[src/rtl/pipe_elastic.sv]
// rtl/pipe_elastic.sv - elastic valid/ready pipeline with bubble collapse and an input skid entry
module pipe_elastic #(
  parameter int DATA_W = 32,
  parameter int STAGES = 1,
  parameter int OCC_W  = 4
) (
  input  logic              clk,
  input  logic              rst,
  input  logic              flush,
  input  logic              in_valid,
  output logic              in_ready,
  input  logic [DATA_W-1:0] in_data,
  output logic              out_valid,
  input  logic              out_ready,
  output logic [DATA_W-1:0] out_data,
  output logic [OCC_W-1:0]  occupancy
);

  logic [STAGES-1:0] v_q, v_d, ld;
  logic [DATA_W-1:0] d_q [STAGES];
  logic [DATA_W-1:0] d_d [STAGES];
  logic              k_v_q, k_v_d;
  logic [DATA_W-1:0] k_d_q, k_d_d;
  logic              rdy_q;
  logic [OCC_W-1:0]  occ_q, occ_d;
  logic              in_fire, out_fire, go;

  always_comb begin
    in_fire  = in_valid & rdy_q;
    out_fire = v_q[STAGES-1] & out_ready;

    // A slot may load when empty or when its own beat moves on this cycle.
    go = out_ready;
    ld = '0;
    for (int i = STAGES - 1; i >= 0; i--) begin
      ld[i] = ~v_q[i] | go;
      go    = ld[i];
    end

    v_d   = v_q;
    k_v_d = k_v_q;
    k_d_d = k_d_q;
    for (int i = 0; i < STAGES; i++) d_d[i] = d_q[i];

    if (ld[0]) begin
      v_d[0] = k_v_q | in_fire;
      d_d[0] = k_v_q ? k_d_q : in_data;
      k_v_d  = 1'b0;
    end else if (in_fire) begin
      k_v_d = 1'b1;
      k_d_d = in_data;
    end

    for (int i = 1; i < STAGES; i++) begin
      if (ld[i]) begin
        v_d[i] = v_q[i-1];
        d_d[i] = d_q[i-1];
      end
    end

    occ_d = occ_q + OCC_W'(in_fire) - OCC_W'(out_fire);

    if (flush) begin
      v_d   = '0;
      k_v_d = 1'b0;
      occ_d = '0;
    end
  end

  always_ff @(posedge clk or negedge rst) begin
    if (!rst) begin
      v_q   <= '0;
      k_v_q <= 1'b0;
      k_d_q <= '0;
      rdy_q <= 1'b0;
      occ_q <= '0;
      for (int i = 0; i < STAGES; i++) d_q[i] <= '0;
    end else begin
      v_q   <= v_d;
      k_v_q <= k_v_d;
      k_d_q <= k_d_d;
      rdy_q <= ~k_v_d;
      occ_q <= occ_d;
      for (int i = 0; i < STAGES; i++) d_q[i] <= d_d[i];
    end
  end

  assign in_ready  = rdy_q;
  assign out_valid = v_q[STAGES-1];
  assign out_data  = d_q[STAGES-1];
  assign occupancy = occ_q;

endmodule

[config.mk]
export PLATFORM = sky130hd
export DESIGN_NAME = pipe_elastic
export DESIGN_NICKNAME = d
export VERILOG_FILES = /design/src/rtl/pipe_elastic.sv
export SDC_FILE = /design/constraint.sdc
export NUM_CORES = 1
export LEC_CHECK = 0
export CAP_MARGIN = 25
export CORE_MARGIN = 3
export CORE_UTILIZATION = 31
export CTS_CLUSTER_SIZE = 28
export DETAILED_ROUTE_END_ITERATION = 10
export PLACE_DENSITY_LB_ADDON = 0.15
export SLEW_MARGIN = 15
export SYNTH_ARGS = -nofsm -noshare
export SYNTH_HDL_FRONTEND = slang
export SYNTH_SLANG_ARGS = --single-unit
[constraint.sdc]
create_clock -name clk -period 3.2 [get_ports clk]
set_input_delay 0.48 -clock clk [delete_from_list [all_inputs] [get_ports clk]]
set_output_delay 0.48 -clock clk [all_outputs]
set_load 0.01 [all_outputs]
# Yosys cells after proc, flatten, opt, wreduce, memory -nomap -nowiden
# Index checks and enable logic that the tools add are counted.
dict set report totals {
  regBits 71
  output_inout_bits 38
  word_cells 24
  in_bits 37
}
dict set report op_classes {
  bitwise_logic 7
  n_addsub 2
  muxes 7
  n_reduce_logical 2
}
# operator n
set ops {}
lappend ops {{32-bit 2-to-1 mux} 1}
lappend ops {{1-bit 2-to-1 mux} 5}
lappend ops {{4-bit by 1-bit adder with 4-bit output} 1}
lappend ops {{4-bit 2-to-1 mux} 1}
lappend ops {{4-bit by 1-bit subtractor with 4-bit output} 1}
lappend ops {{1-bit NOT} 3}
lappend ops {{1-bit bitwise AND} 2}
lappend ops {{1-bit bitwise OR} 2}
lappend ops {{2-bit AND reduction} 1}
lappend ops {{2-bit nonzero test} 1}

# Longest topological paths before layout
dict set report depth {
  word_depth 5
  mapped_depth 7
  mapped_depth_nobuf 7
}

# Least setup slack after synthesis
# OpenSTA, ideal clock, no wires.
dict set report synth_path {
  path_kind {input -> register}
  start {input port out_ready}
  end {register occ_q[2], in the netlist occupancy[2]}
  path_slack_ps 1434
  required_time_ps 3081
  cell_stages 7
  setup_time_ps 119
  t_arrival_ps 1647
  path_buffers 0
  cell_sequence {and2_1 ha_1 inv_1 ha_1 fa_1 xnor2_1 nor2_1}
}
dict set report synth_between {
  elab_chain_cells 3
}
# item line
set synth_rtl {}
lappend synth_rtl {{start, declared} 14} ;# input logic out_ready,
lappend synth_rtl {{1-bit bitwise AND} 30} ;# out_fire = v_q[STAGES-1] & out_ready;
lappend synth_rtl {{4-bit by 1-bit subtractor with 4-bit output} 61} ;# occ_d = occ_q + OCC_W'(in_fire) - OCC_W'(out_fire);
lappend synth_rtl {{4-bit 2-to-1 mux} 63} ;# if (flush) begin
lappend synth_rtl {{via occ_d[2]} 25} ;# logic [OCC_W-1:0] occ_q, occ_d;
lappend synth_rtl {{end signal, assigned} 76} ;# occ_q <= '0;
lappend synth_rtl {{end signal, assigned} 83} ;# occ_q <= occ_d;
lappend synth_rtl {{end, declared} 25}
# The timed path passes the listed nets, and every way through them passes these cells.
# A chain may end at the register's enable or synchronous reset.

# Final worst setup path
# Ends and elaborated chain as after synthesis.

==> impl_results.md <==
* Gpl congestion at 0.667
* Area grow syn2layout at 34.2%
* Vias in the first global route at 2144
* LEAKAGE at 0.00178 uW
* PD cells at 587 nW/um^2
* Share of layout cells above drive strength 1 at 0.167
* Post-Syn Nets at 283
* DP HPWL at 3840 um
* Unrepaired setup endpoints after global routing: no
* Clk buf depth at 2
* Crit path to: occupancy[2]$_DFF_PN0_
* Setup TNS at 0 ps
* Area contributors post-synth: dfrtp_1 57%, mux2_4 14%, mux2i_1 10%, o21ai_0 5.1%, nand2_1 3.9%
* Tcrit/Tclk final at 0.626
* Ys flop type: dfrtp_1
* # IOs at 75
* Total grt overflow at 0
* Fin Hold WS at 285 ps
* Synth cell count leaders: 71 x dfrtp_1, 33 x nand2_1, 32 x mux2i_1, 32 x o21ai_0, 30 x mux2_4
* Synth top area share at 0.565
* # rows at 36
* Number of synthesized register bits at 71
* Worst setup path start: out_ready
* Average cell area after synthesis at 13.0 um^2
* Synth warnings at 0
* Core ar. at 9820 um^2
* Post-Route WL at 6260 um
* Area leader, netlist: dfrtp_1
* Reg2Reg Setup Slack at 1390 ps
* Async set or reset register ratio after synthesis at 1.00
* Routed vias at 1998
* Clk root buf: clkbuf_8
* Starting Density at 0.320
* PortBufs at 74
* R2R cell count at 7
* DRT Pass-1 Iters at 4
* Crit path kind: in2reg
* Critical-path maximum fanout at 3
* Netlist cell types at 24
* Worst-path clk slew at 70 ps
* Clk_skew at 11.9 ps
* Minimum clock period at 2000 ps
* CTS Buf Count at 9
* Final setup viols at 0
* R2R Path End: occupancy[2]$_DFF_PN0_
* Die H at 107 um
* Postcts setup bufs at 0
* Initial antenna violation count at 0
* Largest net degree at the start of global routing at 72
* Hold Vio Cnt, Final at 0
* Cells after synthesis at 241
* Fill cells at 971
* Most numerous cell in the Yosys netlist: dfrtp_1
* Worst ir drop on vdd at 279 uV
* Mapped cell area at 3140 um^2
* Worst Max-Slew Pin Slew at 913 ps
* WL per Instance at 13.9 um
* Die Wd at 107 um
* Register area share after synthesis at 0.565
* DR vias/cell at 4.43
* Post-CTS Hold Fix Bufs at 0
* H-tree depth at 3
* Sink Count at 71
* Status: complete, no violations
* Final ANT Viol Nets at 0
* # DRC at 0
* Maxcap violations at 0
* PostCTS Resize Cnt at 0
* Crit. End Element: flop
* Fin. max-slew vios at 0
* Slew headroom at 0.391
* WP data required at 3410 ps
* Pwr Total at 2480 uW
* Worst hold path type: in2async
* Worst path arrival time at 2220 ps
* EDFF count, synth at 0
* FF-to-FF Start: out_valid$_DFFE_PN0P_
* CTS tree: yes
* Total track usage at 0.117
* Die ar. at 11400 um^2
* Initial DRC count at 63
* Max Clk Rate at 500 MHz
* Nets@finish at 356
* Clk_lat worst skew at 330 ps
* First-pass GRT wire length at 10600 um
* Ant diodes at 0
* CP Launch Type: input port
cells by family after synthesis:
group           after synthesis  share of synthesized area
compound gates               37                     0.0597
xor+xnor                      2                    0.00557
mux                          64                      0.252
simple gates                 43                     0.0621
buf+inv                      19                     0.0326
fa+ha+maj                     5                     0.0223
flops                        71                      0.565
layer usage:
layer / GRT usage / wire length (um) / vias up
li1: - / - / 971
met1: 0.152 / 2970 / 966
met2: 0.183 / 2770 / 52
met3: 0.0331 / 427 / 9
met4: 0.0466 / 91 / 0
met5: 0 / 0 / -
final cells by class:
cell class              count  area [um^2]  area share
clock buffers               9          124      0.0294
clock inverters             6          110      0.0261
inverters                   5         18.8     0.00445
multi-input cells         151         1270       0.301
flip-flops and latches     71         1780       0.421
well taps                 133          166      0.0394
repair buffers             76          753       0.179
state kept, by name (all words and copies together) (netlist names):
register and flops:
out_valid 1, out_data 32, in_ready 1, k_d_q 32, k_v_q 1, occupancy 4
stage by stage:
stage	cell area, um^2	util	setup WS, ps	instances
2_1_floorplan	3140	-	1430	241
3_3_place_gp	3990	0.406	877	436
3_5_place_dp	3990	0.406	860	436
4_1_cts	4220	0.430	1210	451
5_1_grt	4220	0.430	1130	451
6_report	4220	0.430	1200	451
critical path: stages:
cell and delay (ps):
clkdlybuf4s50_1 460, and2_1 170, ha_1 270, inv_1 40, ha_1 200, fa_1 380, xnor2_1 170, nor2_1 50
power by group:
part           switching, uW  internal [uW]  total (uW)  leakage, uW
sequential              88.9           1050        1140     0.000850
combinational            170            321         491     0.000819
clock                    336            512         848     0.000111
total                    595           1880        2480      0.00178
layout by cell type (no fill, tap or decap):
cell type / count
nand3_4: 1
mux2_2: 2
clkinvlp_4: 2
nor2b_4: 1
nor2_1: 1
nand2b_1: 1
or3_1: 1
bufinv_16: 3
nor2b_1: 2
mux2_4: 30
a21o_1: 1
clkinv_2: 1
clkbuf_8: 9
o21ai_0: 32
and2_1: 1
ha_1: 4
dfrtp_1: 70
nand3_1: 2
dfrtp_2: 1
xnor2_1: 2
clkdlybuf4s50_1: 73
a21oi_1: 4
nand2_1: 33
inv_1: 5
fa_1: 1
buf_4: 3
mux2i_1: 32
worst min-delay path by stage:
stage                             startpoint                        to  slack [ps]
floorplan                                rst        in_ready$_DFF_PN0_         180
global placement    out_data[14]$_DFFE_PN0P_  out_data[14]$_DFFE_PN0P_         460
detailed placement  out_data[12]$_DFFE_PN0P_  out_data[12]$_DFFE_PN0P_         470
CTS                                      rst  out_data[13]$_DFFE_PN0P_         320
global route                             rst  out_data[13]$_DFFE_PN0P_         350
finish                                   rst    occupancy[1]$_DFF_PN0_         290
No activity file was read; power rests on OpenSTA's default activity.
